[src/rtl/regfile_wb_arbiter.sv]
// Writeback arbiter for three requesters into the register file, plus a busy scoreboard.
// MCU32X_WB_ROUND_ROBIN_EN selects round-robin arbitration; otherwise fixed priority.
module regfile_wb_arbiter (
  input  logic        clk,
  input  logic        reset,
  input  logic [2:0]  wb_valid,
  input  logic [14:0] wb_addr,
  input  logic [95:0] wb_data,
  output logic [2:0]  wb_ready,
  output logic        rf_we,
  output logic [4:0]  rf_waddr,
  output logic [31:0] rf_wdata,
  input  logic        issue_valid,
  input  logic [4:0]  issue_rd,
  input  logic [4:0]  chk_addr1,
  input  logic [4:0]  chk_addr2,
  output logic        chk_busy1,
  output logic        chk_busy2
);

  function automatic logic [2:0] lsb3(input logic [2:0] v);
    logic [2:0] g;
    g = 3'b000;
    if (v[0])      g = 3'b001;
    else if (v[1]) g = 3'b010;
    else if (v[2]) g = 3'b100;
    return g;
  endfunction

  logic [2:0]  grant;
  logic        xfer;
  logic [1:0]  gidx;
  logic [4:0]  sel_addr;
  logic [31:0] sel_data;

  logic        rf_we_q, rf_we_d;
  logic [4:0]  rf_waddr_q, rf_waddr_d;
  logic [31:0] rf_wdata_q, rf_wdata_d;
  logic [31:0] busy_q, busy_d;

`ifdef MCU32X_WB_ROUND_ROBIN_EN
  logic [1:0] ptr_q, ptr_d;
  logic [2:0] rv, gr;

  // Rotate so the pointed-to requester sits at bit 0, pick lowest, rotate back.
  always_comb begin
    rv    = wb_valid;
    gr    = 3'b000;
    grant = 3'b000;
    unique case (ptr_q)
      2'd1: begin
        rv    = {wb_valid[0], wb_valid[2], wb_valid[1]};
        gr    = lsb3(rv);
        grant = {gr[1], gr[0], gr[2]};
      end
      2'd2: begin
        rv    = {wb_valid[1], wb_valid[0], wb_valid[2]};
        gr    = lsb3(rv);
        grant = {gr[0], gr[2], gr[1]};
      end
      default: begin
        gr    = lsb3(rv);
        grant = gr;
      end
    endcase
  end

  always_comb begin
    ptr_d = ptr_q;
    if (xfer) ptr_d = (gidx == 2'd2) ? 2'd0 : 2'(gidx + 2'd1);
  end

  always_ff @(posedge clk) begin
    if (reset) ptr_q <= 2'd0;
    else       ptr_q <= ptr_d;
  end
`else
  always_comb grant = lsb3(wb_valid);
`endif

  assign wb_ready = reset ? 3'b000 : grant;
  assign xfer     = |(wb_valid & wb_ready);

  always_comb begin
    gidx     = 2'd0;
    sel_addr = wb_addr[4:0];
    sel_data = wb_data[31:0];
    unique case (1'b1)
      wb_ready[1]: begin
        gidx     = 2'd1;
        sel_addr = wb_addr[9:5];
        sel_data = wb_data[63:32];
      end
      wb_ready[2]: begin
        gidx     = 2'd2;
        sel_addr = wb_addr[14:10];
        sel_data = wb_data[95:64];
      end
      default: begin
        gidx     = 2'd0;
        sel_addr = wb_addr[4:0];
        sel_data = wb_data[31:0];
      end
    endcase
  end

  always_comb begin
    rf_we_d    = 1'b0;
    rf_waddr_d = rf_waddr_q;
    rf_wdata_d = rf_wdata_q;
    if (xfer) begin
      rf_we_d    = (sel_addr != 5'd0);
      rf_waddr_d = sel_addr;
      rf_wdata_d = sel_data;
    end
  end

  // Clear before set so an issue in the same cycle as its writeback wins.
  always_comb begin
    busy_d = busy_q;
    if (xfer) busy_d[sel_addr] = 1'b0;
    if (issue_valid && issue_rd != 5'd0) busy_d[issue_rd] = 1'b1;
    busy_d[0] = 1'b0;
  end

  always_ff @(posedge clk) begin
    if (reset) begin
      rf_we_q    <= 1'b0;
      rf_waddr_q <= 5'd0;
      rf_wdata_q <= 32'd0;
      busy_q     <= 32'd0;
    end else begin
      rf_we_q    <= rf_we_d;
      rf_waddr_q <= rf_waddr_d;
      rf_wdata_q <= rf_wdata_d;
      busy_q     <= busy_d;
    end
  end

  assign rf_we     = rf_we_q;
  assign rf_waddr  = rf_waddr_q;
  assign rf_wdata  = rf_wdata_q;
  assign chk_busy1 = busy_q[chk_addr1];
  assign chk_busy2 = busy_q[chk_addr2];

endmodule

[config.mk]
export PLATFORM = sky130hd
export DESIGN_NAME = regfile_wb_arbiter
export DESIGN_NICKNAME = d
export VERILOG_FILES = /design/src/rtl/regfile_wb_arbiter.sv
export SDC_FILE = /design/constraint.sdc
export NUM_CORES = 1
export LEC_CHECK = 0
export CORE_MARGIN = 5
export CORE_UTILIZATION = 40
export CTS_CLUSTER_DIAMETER = 150
export DETAILED_ROUTE_END_ITERATION = 8
export GPL_TIMING_DRIVEN = 0
export PLACE_DENSITY = 0.74
export REMOVE_ABC_BUFFERS = 1
export SLEW_MARGIN = 15
export SYNTH_ARGS = -nofsm -noshare
export SYNTH_HDL_FRONTEND = slang
export SYNTH_SLANG_ARGS = --single-unit
[constraint.sdc]
create_clock -name clk -period 5.81 [get_ports clk]
set_input_delay 1.162 -clock clk [delete_from_list [all_inputs] [get_ports clk]]
set_output_delay 1.162 -clock clk [all_outputs]
set_load 0.05 [all_outputs]
==> results by group <==
Outcome
  • Status: finished, final reports clean

GRT
  • First-pass GRT wire length: 22.3 mm
  • All-Layer GR Usage: 0.241
  • Largest net degree at the start of global routing: 74
  • Vias in the first global route: 4325
  • Grt total ovfl: 0
  • Antenna violations before repair: 0

Critical path
  • Slowest cell on crit path: clkdlybuf4s50_1
  • CP Launch Type: primary input
  • Crit-path max FO: 9
  • Crit-path cells: clkdlybuf4s50_1 -> mux4_2 -> mux4_2 -> mux2_2 -> clkdlybuf4s50_1
  • WS Path Type: in2out
  • Worst path max stage delay: 0.87 ns
  • CP required: 4.65 ns
  • Critical Path AT: 4.10 ns
  • Critical Path End Type: primary output

Pwr
  • VDD IR-drop max: 0.119 mV
  • Leakage power: 1.98 nW
  • PwrDens: 223 nW/um2
  • Power consumption: 1.34 mW

Yosys
  • Commonest cells in the netlist: 108 x nor2_1, 69 x dfxtp_1, 63 x a211oi_1, 34 x o21ai_0, 31 x a22oi_1
  • Synthesized flop and latch total: 69
  • Biggest area consumer among synthesized cells: dfxtp_1
  • Top FF cell, synth: dfxtp_1
  • Largest cells by area after synthesis: dfxtp_1 35%, a211oi_1 12%, mux4_2 10%, nor2_1 10%, a22oi_1 5.9%
  • Mapped Cells: 472
  • Synth Area per Inst: 8.34 um2
  • YS warnings: 0
  • Synth cell types: 34
  • Dominant cell by count in the synthesized netlist: nor2_1
  • Share of flip-flops with an asynchronous set or reset: 0
  • Post-synth EDFFs: 0
  • Yosys top cell area share: 0.351
  • Synth Cell Area: 3940 um2
  • Seq/Total Area, Yosys: 0.351

Min path
  • Worst min-delay path class: reg2reg

STA
  • Fmax achieved: 190 MHz
  • Final TNS setup: 0 ns
  • Count of final setup violators: 0
  • Hold Violations, Final: 0
  • Fin crit share: 0.907
  • Final worst setup slack: 0.543 ns
  • Crit path time final: 5.27 ns
  • Worst slew margin relative to its limit: 0.401
  • Unrepaired setup endpoints after global routing: no
  • Final Slew Violations: 0
  • Clock Skews: 0 ns
  • Worst Tran Pin Value: 0.899 ns

Clock tree
  • Inserted Clock Buffers: 9
  • Worst skew pair latency: 0.34 ns
  • H-tree levels: 3
  • CTS root buf: clkbuf_8
  • CTS tree: done
  • Post-cts sizing count: 0
  • Post-CTS Hold Buffers: 0
  • Number of clock sinks: 69
  • Max clock buf depth: 2
  • Clk slew on worst S/H paths: 0.08 ns
  • Post-CTS Setup Bufs: 0

Cells and area
  • Filler Cell Count: 856
  • Synth-to-Final Area Change: 51.8%
  • Antenna diode count: 0
  • Multi-input logic area: 2430 um2
  • Nets: 756
  • Reg area: 1380 um2
  • Share of layout cells above drive strength 1: 0.0827

Detailed routing
  • Antenna viol nets, final: 0
  • Drt drc: 0
  • Drt pass-1 iters: 5
  • DR vias/cell: 5.70
  • Routed vias: 4347
  • WL final: 14.5 mm
  • Initial DRC Count: 209
  • WL/cell: 19.1 um

Place
  • Routability cong.: 0.834
  • Dpl ws: 0.548 ns
  • Hpwl dp: 10.6 mm
  • Number of port buffers: 174

Floorplanning
  • Die height: 109 um
  • Die area: 11900 um2
  • I/O pin count: 175
  • Die X: 109 um
  • Core box area: 9680 um2
  • # rows: 36
  • Initial Util: 0.406

Flow run
  • Max Cap Violations: 0
[worst max-delay path: cells and delay by family]
kind | cells | cell delay [ns]
multiplexers | 3 | 1.37
buffers and inverters | 2 | 1.57
[final timing paths]
check           endpoint  slack (ns)         start  cells past startpoint
max            chk_busy2        0.54  chk_addr2[0]                      5
min          rf_waddr[3]        0.49   rf_waddr[3]                      2
max reg2reg    busy_q[3]        5.04     busy_q[3]                      2
min reg2reg  rf_waddr[3]        0.49   rf_waddr[3]                      2
[cells by family (layout without fill, tap and decap cells)]
kind of cell | count (synthesis) | count (layout) | share of synthesized area
AO/OA/AOI/OAI | 160 | 160 | 0.282
flip-flops | 69 | 69 | 0.351
multiplexers | 22 | 22 | 0.114
buffers and inverters | 37 | 194 | 0.0375
AND/OR/NAND/NOR | 184 | 184 | 0.216
[metrics by stage]
step	hold slack (ns)	instances	cell area, um2	utilization
detailed placement	0.481	746	5750	0.594
floorplan	0.479	438	3800	-
finish	0.490	762	5980	0.617
CTS	0.494	762	5970	0.617
global placement	0.481	745	5710	0.589
global route	0.519	762	5980	0.617
[power by group]
group	total [mW]	switching [mW]	leakage [nW]	internal [mW]
registers	0.511	0.0135	0.566	0.497
clock network	0.450	0.197	0.112	0.253
logic	0.375	0.209	1.30	0.166
total	1.34	0.419	1.98	0.916
[routing by layer]
layer / vias to the layer above / track usage / wire, um
met5: - / 0 / 0
met1: 2064 / 0.270 / 5330
met4: 0 / 0.0677 / 229
li1: 2093 / - / -
met2: 173 / 0.414 / 7290
met3: 17 / 0.110 / 1690
[flip-flops by register name, indices dropped and copies added, names as in the netlist]
register	flops
rf_wdata	32
busy_q	31
rf_waddr	5
rf_we	1
[area by class of cell]
type	instances	area share
Sequential cell	69	0.231
Clock buffer	10	0.0230
Timing Repair Buffer	175	0.296
Clock inverter	6	0.0144
Multi-Input combinational cell	366	0.406
Inverter	3	0.00188
Tap cell	133	0.0278
[cells in the final DEF (no fill, tap or decap), types with 2 or more instances in the layout]
master           netlist  final
nor4_1                16     16
clkbuf_8               0     10
clkdlybuf4s50_1        0    173
bufinv_16              0      2
nand2b_1               6      5
and2_2                 0      2
or3_1                  2      2
a22oi_1               31     31
mux2i_1                2      2
mux2_2                 2      2
or2_2                  2      2
o21ai_0               34     34
mux4_2                18     18
a21oi_1               18     18
nand2_1               10     10
nor3_1                21     21
inv_1                  3      3
a21o_1                 4      4
a211oi_1              63     63
nor2_1               108    107
or3b_2                 3      3
dfxtp_1               69     69
clkinv_2               0      2
nor2_4                 1      2
nand3_1                2      2
a31oi_1                2      2
nand3b_1               9      9
Note: power is estimated with default switching activity, not from simulation.
